File: config.mk
export PLATFORM = sky130hd
export DESIGN_NAME = wb_ext_mem_arbiter
export DESIGN_NICKNAME = d
export VERILOG_FILES = /design/src/rtl/wb_ext_mem_arbiter.sv
export SDC_FILE = /design/constraint.sdc
export NUM_CORES = 1
export LEC_CHECK = 0
export BUFFER_PORTS_ARGS = -buffer_cell sky130_fd_sc_hd__buf_2
export CAP_MARGIN = 20
export CORE_AREA = 3 3 112 114
export CTS_CLUSTER_DIAMETER = 120
export DETAILED_ROUTE_END_ITERATION = 12
export DIE_AREA = 0 0 115 117
export GPL_TIMING_DRIVEN = 0
export SLEW_MARGIN = 20
export SYNTH_ARGS = -nofsm -noshare
export SYNTH_HDL_FRONTEND = slang
export SYNTH_SLANG_ARGS = --single-unit
export TNS_END_PERCENT = 20
File: constraint.sdc
create_clock -name clk -period 3.4 [get_ports clk]
set_clock_uncertainty 0.1 [all_clocks]
set_input_delay 0.17 -clock clk [delete_from_list [all_inputs] [get_ports clk]]
set_output_delay 0.17 -clock clk [all_outputs]
set_load 0.05 [all_outputs]
File: src/rtl/wb_ext_mem_arbiter.sv
// Round-robin N-master Wishbone arbiter for the external memory port.
// Holds the grant for a whole cyc and aborts stalled transfers with err via a response watchdog.
module wb_ext_mem_arbiter #(
  parameter int unsigned NUM_MASTERS = 2,
  parameter int unsigned AW          = 27,
  parameter int unsigned DW          = 32,
  parameter int unsigned TIMEOUT     = 255
) (
  input  logic                      clk,
  input  logic                      rst,
  input  logic [NUM_MASTERS*AW-1:0] m_adr_i,
  input  logic [NUM_MASTERS*DW-1:0] m_dat_i,
  input  logic [NUM_MASTERS*(DW/8)-1:0] m_sel_i,
  input  logic [NUM_MASTERS-1:0]    m_we_i,
  input  logic [NUM_MASTERS-1:0]    m_cyc_i,
  input  logic [NUM_MASTERS-1:0]    m_stb_i,
  input  logic [NUM_MASTERS*3-1:0]  m_cti_i,
  input  logic [NUM_MASTERS*2-1:0]  m_bte_i,
  output logic [DW-1:0]             m_dat_o,
  output logic [NUM_MASTERS-1:0]    m_ack_o,
  output logic [NUM_MASTERS-1:0]    m_err_o,
  output logic [NUM_MASTERS-1:0]    m_rty_o,
  output logic [AW-1:0]             s_adr_o,
  output logic [DW-1:0]             s_dat_o,
  output logic [DW/8-1:0]           s_sel_o,
  output logic                      s_we_o,
  output logic                      s_cyc_o,
  output logic                      s_stb_o,
  output logic [2:0]                s_cti_o,
  output logic [1:0]                s_bte_o,
  input  logic [DW-1:0]             s_dat_i,
  input  logic                      s_ack_i,
  input  logic                      s_err_i,
  input  logic                      s_rty_i,
  output logic [NUM_MASTERS-1:0]    grant_o,
  output logic                      timeout_o
);

  localparam int unsigned SW      = DW / 8;
  localparam int unsigned IW      = (NUM_MASTERS > 1) ? $clog2(NUM_MASTERS) : 1;
  localparam int unsigned CW      = (TIMEOUT > 0) ? $clog2(TIMEOUT + 1) : 1;
  localparam logic        WDOG_EN = (TIMEOUT != 0);

  typedef enum logic {IDLE, BUSY} state_e;

  state_e                 state_q, state_d;
  logic [NUM_MASTERS-1:0] grant_q, grant_d;
  logic [IW-1:0]          last_q, last_d;
  logic [CW-1:0]          wdog_q, wdog_d;

  logic [AW-1:0] sel_adr;
  logic [DW-1:0] sel_dat;
  logic [SW-1:0] sel_sel;
  logic          sel_we, sel_cyc, sel_stb;
  logic [2:0]    sel_cti;
  logic [1:0]    sel_bte;

  logic          rr_found;
  logic [IW-1:0] rr_pick;
  int unsigned   rr_dist, rr_best;

  logic any_rsp;
  logic abort;

  // Owner's request, zero when nothing is granted
  always_comb begin
    sel_adr = '0;
    sel_dat = '0;
    sel_sel = '0;
    sel_we  = 1'b0;
    sel_cyc = 1'b0;
    sel_stb = 1'b0;
    sel_cti = '0;
    sel_bte = '0;
    for (int unsigned k = 0; k < NUM_MASTERS; k++) begin
      if (grant_q[k]) begin
        sel_adr = m_adr_i[k*AW +: AW];
        sel_dat = m_dat_i[k*DW +: DW];
        sel_sel = m_sel_i[k*SW +: SW];
        sel_we  = m_we_i[k];
        sel_cyc = m_cyc_i[k];
        sel_stb = m_stb_i[k];
        sel_cti = m_cti_i[k*3 +: 3];
        sel_bte = m_bte_i[k*2 +: 2];
      end
    end
  end

  // Pick the requester closest after the previous owner, wrapping
  always_comb begin
    rr_found = 1'b0;
    rr_pick  = '0;
    rr_best  = NUM_MASTERS;
    rr_dist  = 0;
    for (int unsigned k = 0; k < NUM_MASTERS; k++) begin
      rr_dist = (k + NUM_MASTERS - 1 - 32'(last_q)) % NUM_MASTERS;
      if (m_cyc_i[k] && (rr_dist < rr_best)) begin
        rr_best  = rr_dist;
        rr_pick  = IW'(k);
        rr_found = 1'b1;
      end
    end
  end

  assign any_rsp = s_ack_i | s_err_i | s_rty_i;
  // A response arriving on the expiry cycle beats the abort
  assign abort   = WDOG_EN & (state_q == BUSY) & sel_stb & ~any_rsp & (wdog_q == CW'(TIMEOUT));

  assign s_adr_o = sel_adr;
  assign s_dat_o = sel_dat;
  assign s_sel_o = sel_sel;
  assign s_we_o  = sel_we;
  assign s_cti_o = sel_cti;
  assign s_bte_o = sel_bte;
  assign s_cyc_o = sel_cyc & ~abort;
  assign s_stb_o = sel_stb & ~abort;

  assign m_dat_o   = s_dat_i;
  assign m_ack_o   = grant_q & {NUM_MASTERS{s_ack_i & s_stb_o}};
  assign m_rty_o   = grant_q & {NUM_MASTERS{s_rty_i & s_stb_o}};
  assign m_err_o   = grant_q & {NUM_MASTERS{(s_err_i & s_stb_o) | abort}};
  assign grant_o   = grant_q;
  assign timeout_o = abort;

  always_comb begin
    state_d = state_q;
    grant_d = grant_q;
    last_d  = last_q;
    wdog_d  = '0;
    case (state_q)
      IDLE: begin
        if (rr_found) begin
          state_d = BUSY;
          grant_d = NUM_MASTERS'(1) << rr_pick;
          last_d  = rr_pick;
        end
      end
      BUSY: begin
        if (WDOG_EN && s_stb_o && !any_rsp) begin
          wdog_d = wdog_q + CW'(1);
        end
        if (!sel_cyc) begin
          state_d = IDLE;
          grant_d = '0;
        end
      end
      default: begin
        state_d = IDLE;
        grant_d = '0;
      end
    endcase
  end

  always_ff @(posedge clk or posedge rst) begin
    if (rst) begin
      state_q <= IDLE;
      grant_q <= '0;
      last_q  <= IW'(NUM_MASTERS - 1);
      wdog_q  <= '0;
    end else begin
      state_q <= state_d;
      grant_q <= grant_d;
      last_q  <= last_d;
      wdog_q  <= wdog_d;
    end
  end

endmodule

==> metrics.txt <==
number of design rule violations left after detail routing 0; maximum number of pins on one net before global-route repair 13; floorplan die area about 13000 um^2; endpoint class of the critical path output port; leading cell types by count after synthesis 67 x a22o_1, 35 x buf_4, 11 x dfrtp_1, 10 x buf_2, 9 x o21ai_0; wire length of the first global-routing pass 12810 um; routed length per placed instance 16.53 um; fraction of registers with async set/reset 100.0%; PortBufs about 260; initial antenna violation count 0; Nets 640; aggregate negative setup slack 0 ps; Row Count 39; chip width 115 um; clock root buffer master clkbuf_16; maximum clock path buffer count 2; biggest fanout along the worst timing path 10; fin util 27.81%; worst skew pair latency 230 ps; area of placed instances 3104 um^2; number of hold violations in the final report 0; slowest cell delay on critical path 600 ps; final critical path time including I/O delays and setup 2272 ps; via count of the first global-routing pass 2304; Hold WS around 180 ps; final WL 9953 um; Critical Path Source Type flop; clock transition at the registers of the reported paths 40 ps; GRT Overall Usage between 10% and 20%; crit path cell chain nor2b_1 -> buf_2 -> buf_4 -> buf_4 -> a22o_1 -> buf_2; Vias/cell 4.301; Yosys top cell area share a little over a third; unrepaired setup endpoints after global routing false; number of filler cells placed in the layout 1248; Final Instance Area 3203 um^2; routability cong. 0.7784; worst min-delay path category in -> reg; H-tree depth 1; violation count after the first detailed-routing iteration between 100 and 150; TritonCTS clock tree yes; power per standard cell area 1063 nW/um^2; leakage power total 1.924 nW; count of pins over their slew limit 0; ANT cells 0; MaxCap Viol Count 0; Yosys Warn Count 0; Antenna Violating Nets Remaining 0; net switching component of the power 2.317 mW; Unique masters post-synth 35; post-CTS sizing 0; Seq pwr share 6.3%; leading area contributor after synthesis a22o_1; run status complete, no violations; GR Overflow Total 0; number of enable-type register cells in the synthesized netlist 0; Gate power share just under 90%; Area Growth Syn to Fin 96.02%; cell count after synthesis 196; post-synthesis area per instance roughly 8.3 um^2; kind of critical path reg -> out; summed instance area of the synthesized netlist 1634 um^2; syn nets 376; proportion of synthesized chip area in sequential cells a little under a fifth; CP max stage cell dfrtp_1; # IOs 291; maximum frequency from static timing analysis 0.4401 GHz; total CTS buffers 3; clock share of power around 6.9%; count leader, synth a22o_1; Max rail drop VDD roughly 480 uV; combined area of the multi-input logic cells 993.5 um^2; Initial Utilization 14.19%; total of endpoints with negative setup slack in the final report 0; total via count in the routed design 2589; Std-Cell Core Area 11520 um^2; ratio of cells with drive above 1 in the final layout 67.76%; count of state elements after synthesis 12; register area 301.5 um^2; largest cells by area after synthesis a22o_1 36%, dfrtp_1 17%, buf_4 16%, buf_2 3.1%, o21ai_0 2.8%; headroom to the max-slew limit 68.93%; TritonCTS Sinks 12; P_int 1.089 mW; die boundary height 117 um; detailed placer's ending HPWL 8723 um; most frequently used flop master after synthesis dfrtp_1; fraction of the cycle the final worst path needs 66.83%; first-pass detailed-route iteration total 4; fraction of power spent switching nets about two thirds; Worst Path Arrival 2000 ps; total power after layout around 3.4 mW; data required time of the critical path 3130 ps; transition time at the pin with the least slew margin roughly 470 ps
[cell type report]
type                            count  share of cell area, %
Timing Repair Buffer              259                  40.63
Multi-Input combinational cell    132                  31.02
Buffer                             49                  10.23
Sequential cell                    12                  9.414
Tap cell                          143                  5.586
Clock buffer                        4                  2.773
Inverter                            3                 0.3516
[final timing paths]
check / end / startpoint / cells past startpoint / slack, ps
max: s_dat_o[13] / grant_o[0] / 6 / 1130
min: state_q / m_cyc_i[1] / 3 / 180
max reg2reg: state_q / grant_o[0] / 5 / 1620
min reg2reg: wdog_q[0] / wdog_q[0] / 1 / 400
max in group asynchronous: last_q / rst / 3 / 2480
min in group asynchronous: wdog_q[3] / rst / 3 / 380
[cells in the final DEF (no fill, tap or decap), drive strengths merged, types with 2 or more instances in the layout]
| cell | instances |
|---|---|
| buf | 303 |
| nor2b | 3 |
| a22o | 67 |
| a21boi | 2 |
| nor3 | 3 |
| nand3 | 3 |
| inv | 3 |
| a31oi | 2 |
| or3 | 2 |
| nand4 | 2 |
| nor2 | 5 |
| xnor2 | 2 |
| dfrtp | 11 |
| nand2 | 8 |
| clkbuf | 8 |
| and3 | 6 |
| a21oi | 3 |
| o21ai | 10 |
[kinds of logic after synthesis]
group | Yosys count | share of synthesized area, %
compound gates | 89 | 44.49
buf+inv | 52 | 20.75
simple gates | 39 | 13.94
flops | 12 | 18.45
xor+xnor | 3 | 1.608
fa+ha+maj | 1 | 0.7656
[power by group through the flow]
stage          sequential, mW  combinational [mW]  clock [mW]
2_1_floorplan           0.236                2.20           0
3_3_place_gp            0.215                2.96           0
3_5_place_dp            0.217                2.97           0
4_1_cts                 0.215                2.99       0.241
5_1_grt                 0.220                3.12       0.248
6_report                0.214                2.96       0.235
[through the flow]
step,cells,setup WS (ps)
floorplan,196,809.4
global placement,597,1338
detailed placement,597,1313
CTS,602,1052
global route,602,956.0
finish,602,1128
[state kept, by name, indices dropped and copies added, names as in the netlist]
register and flops:
grant_o 2, last_q 1, wdog_q 8, state_q 1
[per-layer routing]
layer | vias to the layer above | track usage, % | part of all wire, %
li1 | 1252 | - | -
met1 | 1195 | 15.71 | 39
met2 | 136 | 20.06 | 49
met3 | 6 | 4.473 | 11
met4 | 0 | 1.565 | 1.1
met5 | - | 0 | 0
[worst max-delay path: cells and delay by family (launching register included)]
kind / cells / cell delay (ps)
AND/OR/NAND/NOR: 1 / 180
buffers and inverters: 4 / 810
flip-flops: 1 / 600
AO/OA/AOI/OAI: 1 / 170
[what timing repair did]
| item | in CTS | in global routing |
|---|---|---|
| hold buffers | 1 | 0 |
| endpoints found under the hold margin | 11 | 0 |
| setup buffers | 0 | 0 |
No activity file was read; power rests on OpenSTA's default activity.
